$ cat src/rtl/execute_md.sv
// Execute stage with operand forwarding, ALU, destination select, M-stage register,
// and an iterative multiply/divide unit feeding HI/LO (one iteration per cycle).
module execute_md #(
    parameter int DATA_W = 32,
    parameter int REG_W  = 5
) (
    input  logic              clk_i,
    input  logic              rst_i,
    input  logic              reg_write_e_i,
    input  logic              reg_dst_e_i,
    input  logic [1:0]        alu_src_e_i,
    input  logic [3:0]        alu_control_e_i,
    input  logic [3:0]        md_op_e_i,
    input  logic [2:0]        jump_e_i,
    input  logic              mem_write_e_i,
    input  logic              mem_to_reg_e_i,
    input  logic [DATA_W-1:0] pc_plus_4_e_i,
    input  logic [DATA_W-1:0] reg_data_1_e_i,
    input  logic [DATA_W-1:0] reg_data_2_e_i,
    input  logic [REG_W-1:0]  rt_e_i,
    input  logic [REG_W-1:0]  rd_e_i,
    input  logic [4:0]        shamt_e_i,
    input  logic [DATA_W-1:0] ext_imm_e_i,
    input  logic [DATA_W-1:0] result_w_i,
    input  logic [1:0]        forward_a_e_i,
    input  logic [1:0]        forward_b_e_i,
    input  logic              stall_m_i,
    output logic              stall_md_o,
    output logic              md_busy_o,
    output logic [REG_W-1:0]  write_reg_e_o,
    output logic              reg_write_m_o,
    output logic              mem_write_m_o,
    output logic              mem_to_reg_m_o,
    output logic [DATA_W-1:0] alu_out_m_o,
    output logic [DATA_W-1:0] write_data_m_o,
    output logic [REG_W-1:0]  write_reg_m_o
);
    localparam int CNT_W = $clog2(DATA_W) + 1;

    // ALU encoding: 0 AND, 1 OR, 2 ADD, 3 XOR, 4 NOR, 6 SUB, 7 SLT, 8 SLTU,
    // 9 SLL, 10 SRL, 11 SRA (B shifted by A[4:0]), 12 LUI (B << DATA_W/2), others 0
    typedef enum logic {S_IDLE, S_BUSY} state_t;
    state_t r_state, w_state_nxt;

    logic [DATA_W-1:0]   w_src_a, w_src_b, w_alu_a, w_alu_b, w_alu_out, w_result_e;
    logic [4:0]          w_sh;
    logic                w_md_start, w_md_any, w_issue, w_last, w_signed, w_is_div;
    logic                w_a_neg, w_b_neg;
    logic [DATA_W-1:0]   w_a_mag, w_b_mag;
    logic [DATA_W:0]     w_mul_sum, w_div_sh, w_div_trial;
    logic [2*DATA_W-1:0] w_mul_next, w_div_next, w_p_next, w_prod;
    logic [DATA_W-1:0]   w_quot, w_rem, w_hi_fin, w_lo_fin;

    logic [2*DATA_W-1:0] r_p;
    logic [DATA_W-1:0]   r_b, r_rs, r_hi, r_lo;
    logic                r_is_div, r_neg_q, r_neg_r, r_div0;
    logic [CNT_W-1:0]    r_cnt;

    always_comb begin
        case (forward_a_e_i)
            2'b01:   w_src_a = result_w_i;
            2'b10:   w_src_a = alu_out_m_o;
            default: w_src_a = reg_data_1_e_i;
        endcase
        case (forward_b_e_i)
            2'b01:   w_src_b = result_w_i;
            2'b10:   w_src_b = alu_out_m_o;
            default: w_src_b = reg_data_2_e_i;
        endcase
    end

    assign w_alu_a = alu_src_e_i[1] ? {{(DATA_W-5){1'b0}}, shamt_e_i} : w_src_a;
    assign w_alu_b = alu_src_e_i[0] ? ext_imm_e_i : w_src_b;
    assign w_sh    = w_alu_a[4:0];

    always_comb begin
        w_alu_out = '0;
        case (alu_control_e_i)
            4'd0:  w_alu_out = w_alu_a & w_alu_b;
            4'd1:  w_alu_out = w_alu_a | w_alu_b;
            4'd2:  w_alu_out = w_alu_a + w_alu_b;
            4'd3:  w_alu_out = w_alu_a ^ w_alu_b;
            4'd4:  w_alu_out = ~(w_alu_a | w_alu_b);
            4'd6:  w_alu_out = w_alu_a - w_alu_b;
            4'd7:  w_alu_out = {{(DATA_W-1){1'b0}}, ($signed(w_alu_a) < $signed(w_alu_b))};
            4'd8:  w_alu_out = {{(DATA_W-1){1'b0}}, (w_alu_a < w_alu_b)};
            4'd9:  w_alu_out = w_alu_b << w_sh;
            4'd10: w_alu_out = w_alu_b >> w_sh;
            4'd11: w_alu_out = $signed(w_alu_b) >>> w_sh;
            4'd12: w_alu_out = w_alu_b << (DATA_W/2);
            default: w_alu_out = '0;
        endcase
    end

    assign write_reg_e_o = jump_e_i[2] ? {REG_W{1'b1}} : (reg_dst_e_i ? rd_e_i : rt_e_i);
    assign w_result_e    = jump_e_i[2]          ? pc_plus_4_e_i :
                           (md_op_e_i == 4'd5)  ? r_hi :
                           (md_op_e_i == 4'd6)  ? r_lo : w_alu_out;

    assign w_md_start = (md_op_e_i >= 4'd1) && (md_op_e_i <= 4'd4);
    assign w_md_any   = (md_op_e_i >= 4'd1) && (md_op_e_i <= 4'd8);
    assign md_busy_o  = (r_state == S_BUSY);
    assign stall_md_o = md_busy_o && w_md_any;
    assign w_issue    = (r_state == S_IDLE) && w_md_start && !stall_m_i;
    assign w_last     = (r_state == S_BUSY) && (r_cnt == CNT_W'(DATA_W-1));

    // The iteration runs on magnitudes; signs are re-applied at the final write.
    assign w_signed = (md_op_e_i == 4'd1) || (md_op_e_i == 4'd3);
    assign w_is_div = (md_op_e_i == 4'd3) || (md_op_e_i == 4'd4);
    assign w_a_neg  = w_signed && w_src_a[DATA_W-1];
    assign w_b_neg  = w_signed && w_src_b[DATA_W-1];
    assign w_a_mag  = w_a_neg ? -w_src_a : w_src_a;
    assign w_b_mag  = w_b_neg ? -w_src_b : w_src_b;

    // r_p holds {acc, multiplier} for mul and {remainder, quotient} for div.
    assign w_mul_sum   = {1'b0, r_p[2*DATA_W-1:DATA_W]} + (r_p[0] ? {1'b0, r_b} : {(DATA_W+1){1'b0}});
    assign w_mul_next  = {w_mul_sum, r_p[DATA_W-1:1]};
    assign w_div_sh    = {r_p[2*DATA_W-1:DATA_W], r_p[DATA_W-1]};
    assign w_div_trial = w_div_sh - {1'b0, r_b};
    assign w_div_next  = w_div_trial[DATA_W] ? {w_div_sh[DATA_W-1:0], r_p[DATA_W-2:0], 1'b0}
                                             : {w_div_trial[DATA_W-1:0], r_p[DATA_W-2:0], 1'b1};
    assign w_p_next    = r_is_div ? w_div_next : w_mul_next;

    assign w_prod = r_neg_q ? -w_p_next : w_p_next;
    assign w_quot = r_neg_q ? -w_p_next[DATA_W-1:0] : w_p_next[DATA_W-1:0];
    assign w_rem  = r_neg_r ? -w_p_next[2*DATA_W-1:DATA_W] : w_p_next[2*DATA_W-1:DATA_W];

    always_comb begin
        w_hi_fin = w_prod[2*DATA_W-1:DATA_W];
        w_lo_fin = w_prod[DATA_W-1:0];
        if (r_is_div) begin
            w_hi_fin = r_div0 ? r_rs : w_rem;
            w_lo_fin = r_div0 ? {DATA_W{1'b1}} : w_quot;
        end
    end

    always_comb begin
        w_state_nxt = r_state;
        case (r_state)
            S_IDLE:  if (w_issue) w_state_nxt = S_BUSY;
            S_BUSY:  if (w_last)  w_state_nxt = S_IDLE;
            default: w_state_nxt = S_IDLE;
        endcase
    end

    always_ff @(posedge clk_i or posedge rst_i) begin
        if (rst_i) r_state <= S_IDLE;
        else       r_state <= w_state_nxt;
    end

    always_ff @(posedge clk_i or posedge rst_i) begin
        if (rst_i) begin
            r_p <= '0; r_b <= '0; r_rs <= '0; r_cnt <= '0;
            r_is_div <= 1'b0; r_neg_q <= 1'b0; r_neg_r <= 1'b0; r_div0 <= 1'b0;
        end else if (w_issue) begin
            r_is_div <= w_is_div;
            r_b      <= w_is_div ? w_b_mag : w_a_mag;
            r_p      <= {{DATA_W{1'b0}}, (w_is_div ? w_a_mag : w_b_mag)};
            r_neg_q  <= w_a_neg ^ w_b_neg;
            r_neg_r  <= w_a_neg;
            r_div0   <= (w_src_b == '0);
            r_rs     <= w_src_a;
            r_cnt    <= '0;
        end else if (r_state == S_BUSY) begin
            r_p   <= w_p_next;
            r_cnt <= r_cnt + 1'b1;
        end
    end

    always_ff @(posedge clk_i or posedge rst_i) begin
        if (rst_i) begin
            r_hi <= '0;
            r_lo <= '0;
        end else if (w_last) begin
            r_hi <= w_hi_fin;
            r_lo <= w_lo_fin;
        end else if (!stall_md_o && !stall_m_i) begin
            if (md_op_e_i == 4'd7) r_hi <= w_src_a;
            if (md_op_e_i == 4'd8) r_lo <= w_src_a;
        end
    end

    // M stage: a held M wins, then a bubble behind a stalled mul/div-class op.
    always_ff @(posedge clk_i or posedge rst_i) begin
        if (rst_i) begin
            reg_write_m_o <= 1'b0; mem_write_m_o <= 1'b0; mem_to_reg_m_o <= 1'b0;
            alu_out_m_o <= '0; write_data_m_o <= '0; write_reg_m_o <= '0;
        end else if (!stall_m_i) begin
            if (stall_md_o) begin
                reg_write_m_o <= 1'b0; mem_write_m_o <= 1'b0; mem_to_reg_m_o <= 1'b0;
                alu_out_m_o <= '0; write_data_m_o <= '0; write_reg_m_o <= '0;
            end else begin
                reg_write_m_o  <= reg_write_e_i;
                mem_write_m_o  <= mem_write_e_i;
                mem_to_reg_m_o <= mem_to_reg_e_i;
                alu_out_m_o    <= w_result_e;
                write_data_m_o <= w_src_b;
                write_reg_m_o  <= write_reg_e_o;
            end
        end
    end
endmodule

$ cat config.mk
export PLATFORM = sky130hd
export DESIGN_NAME = execute_md
export DESIGN_NICKNAME = d
export VERILOG_FILES = /design/src/rtl/execute_md.sv
export SDC_FILE = /design/constraint.sdc
export NUM_CORES = 2
export LEC_CHECK = 0
export ABC_AREA = 1
export BUFFER_PORTS_ARGS = -buffer_cell sky130_fd_sc_hd__buf_2
export CAP_MARGIN = 5
export CORE_MARGIN = 4
export CORE_UTILIZATION = 40
export DETAILED_ROUTE_END_ITERATION = 16
export SLEW_MARGIN = 0
export SYNTH_ARGS = -nofsm -noshare
export SYNTH_HDL_FRONTEND = slang
export SYNTH_SLANG_ARGS = --single-unit
$ cat constraint.sdc
create_clock -name clk_i -period 10.4 [get_ports clk_i]
set_input_delay 1.56 -clock clk_i [delete_from_list [all_inputs] [get_ports clk_i]]
set_output_delay 1.56 -clock clk_i [all_outputs]
set_load 0.01 [all_outputs]
==> flow_summary.ini <==
[status]
status = completed

[synthesis]
synth_area_leader_cell = nand2_1
yosys.area_share.xor_xnor_pct = 1.96
synth_area_um2 = 34900
synth_ff_type = dfrtp_1
synthTopCellsByArea = nand2_1 20%, dfrtp_1 20%, inv_1 8.1%
ys_ff_latch = 275
synth_edf_count = 0
ys_seq_area_share_pct = 19.7
synth_compound_area_share_pct = 21.5
avgSynthCellArea_um2 = 5.75
muxShareOfSynthArea_pct = 0.172
synth_warnings = 0
synth_top_family_by_area = simple AND/OR/NAND/NOR gates
async_reset_ff_share_pct = 100
yosys.area_share.simple_pct = 38.4
syn_inst = 6078
synth_fa_ha_area_share_pct = 6.39
synth_nets = 6453
ys_types = 68
netlist.area_leader.share_pct = 20.4

[route]
antenna_left = 0
drc_errors = 0
drt_iter0_markers = 5534
wirelength_mm = 186
viasPerCell = 5.82
wire_per_inst_um = 25.2
vias = 43022
drt-pass1-iter-count = 6

[pwr]
peakVddDrop_v = 0.000186
p_per_area_nw_per_um2 = 305
leakage_nw = 19.6

[timing]
max_freq_mhz = 143
slew_headroom_pct = 13.6
finalSetupTns_ns = 0
setup_ws_ns = 3.39
hold_viol_final = 0
finalCriticalPeriod_ns = 7.01
rsz0062_at_grt = false
tightest_slew_ns = 1.29
finClkSkew_ns = 0.0206
fin_crit_sh_pct = 67.4
drv_slew = 0
final-setup-viol-count = 0

[cts]
clock_path_buffers = 3
numCtsBuffers = 37
cts_resized = 0
clock-sinks = 275
clkLatencyLatePin_ns = 0.58
cts_setup_buffers = 0
cts_root_buf = clkbuf_16
hold_buffers = 0
htree_num_levels = 2
path_clk_slew_ns = 0.06
cts_tree = built

[placement]
place.gp.congestion = 1.04
hpwl_mm = 148
dp_slack_ns = 3.04
port_buffers = 275

[layout]
layout_commonest_cell = nand2_1
area_delta_synth_final_pct = 10.5
layout-drive-gt1-share_pct = 10.2
final_cell_mix = 1,898 x nand2_1, 748 x inv_1, 565 x nor2_1
multiInputGateArea_um2 = 24000
regArea_um2 = 6890
layout.nets = 6577
n_fill_cell = 9658

[worst_setup_path]
critPathMaxFanout = 20
cp.required_ns = 10.87
endpoint_kind = flip-flop
slowest_stage = o21ai_0
cp.arrival_ns = 7.48
crit_path_frequent_cell = nand2_1
cp-start-kind = input pin
reg2reg_depth = 31
worstSetupPathType = input pin to flip-flop
critPathMaxStageDelay_ns = 0.92

[run]
cap_viol_max_count = 0

[global_routing]
gr-total-overflow = 0
grt_max_degree = 86
grt_usage_pct = 39.0
grt_pass1_vias = 39475
grt_antenna_before_repair = 5
grt_pass1_wl_mm = 265

[floorplan]
die_w_um = 303
rows = 108
start_util_pct = 40.3
die_h_um = 303
io-pin-count = 278
core_um2 = 86800
die_area_um2 = 92100

[min_path]
whs_path_depth = 2
hold_path_class = flip-flop to flip-flop
==> synthesized netlist by cell type (all sizes together) (53+ instances only) <==
cell type     n
a21oi       291
buf          96
clkbuf      190
dfrtp       275
ha          172
inv         763
nand2      1944
nand3       451
nand4        53
nor2        597
nor3         56
o211ai      105
o21ai       603
o22ai        58
or2          74
xor2         56
==> cells by family after synthesis <==
logic type,Yosys count
AND/OR/NAND/NOR,3212
AO/OA/AOI/OAI,1274
buffers and inverters,1057
flip-flops,275
adder cells (fa/ha/maj),176
XOR/XNOR,78
multiplexers,6
==> metrics by stage <==
step	utilization (%)	cell area [um^2]	power (mW)	hold WS, ns	cells
after floorplan	-	34900	7.50	0.448	6078
after global placement	43.0	37300	10.1	0.461	7318
after detailed placement	43.0	37300	10.1	0.470	7318
after CTS	44.5	38600	11.5	0.483	7385
after global routing	44.5	38600	12.6	0.507	7385
final	44.5	38600	11.8	0.484	7387
==> registers in the layout, indices dropped and copies added (netlist names), 5 cells and up <==
name            cells
r_lo               32
r_p                64
write_reg_m_o       5
r_cnt               6
r_b                32
r_hi               32
write_data_m_o     32
r_rs               32
alu_out_m_o        32
==> worst paths after layout <==
path | start | endpoint | slack, ns
worst max-delay path | forward_b_e_i[1] | alu_out_m_o[24]$_DFFE_PP0N_ | 3.39
worst min-delay path | r_rs[7]$_DFFE_PP0P_ | r_rs[7]$_DFFE_PP0P_ | 0.48
worst max register to register | r_p[31]$_DFFE_PP0P_ | r_hi[14]$_DFFE_PP0P_ | 3.74
worst min register to register | r_rs[7]$_DFFE_PP0P_ | r_rs[7]$_DFFE_PP0P_ | 0.48
max in group asynchronous | rst_i | r_lo[20]$_DFFE_PP0P_ | 7.02
min in group asynchronous | rst_i | r_p[33]$_DFFE_PP0P_ | 1.09
==> final cells by class <==
cell class,count,area share (%)
tap,1155,3.74
timing repair buffer,371,5.43
antenna,2,0.0130
multi-input combinational,4746,62.2
inverter,771,7.54
clock inverter,19,0.574
sequential,275,17.8
clock buffer,48,2.66
==> power by group <==
part | internal [mW] | switching [mW] | total [mW]
Sequential | 1.52 | 0.541 | 2.06
Clock | 0.784 | 0.576 | 1.36
Combinational | 2.44 | 5.90 | 8.34
Total | 4.75 | 7.02 | 11.8
==> per-layer routing <==
layer	track usage [%]	routed length (um)	vias up
li1	-	-	20065
met1	52.1	75700	20060
met2	57.0	75500	2492
met3	10.5	22200	403
met4	21.2	12400	2
met5	0	17	-
==> critical path: cells and delay by family <==
family | cells | cell delay [ns]
AO/OA/AOI/OAI | 7 | 2.34
AND/OR/NAND/NOR | 12 | 1.62
adder cells (fa/ha/maj) | 2 | 1.06
buffers and inverters | 5 | 0.91
(Power assumes the default switching activity.)
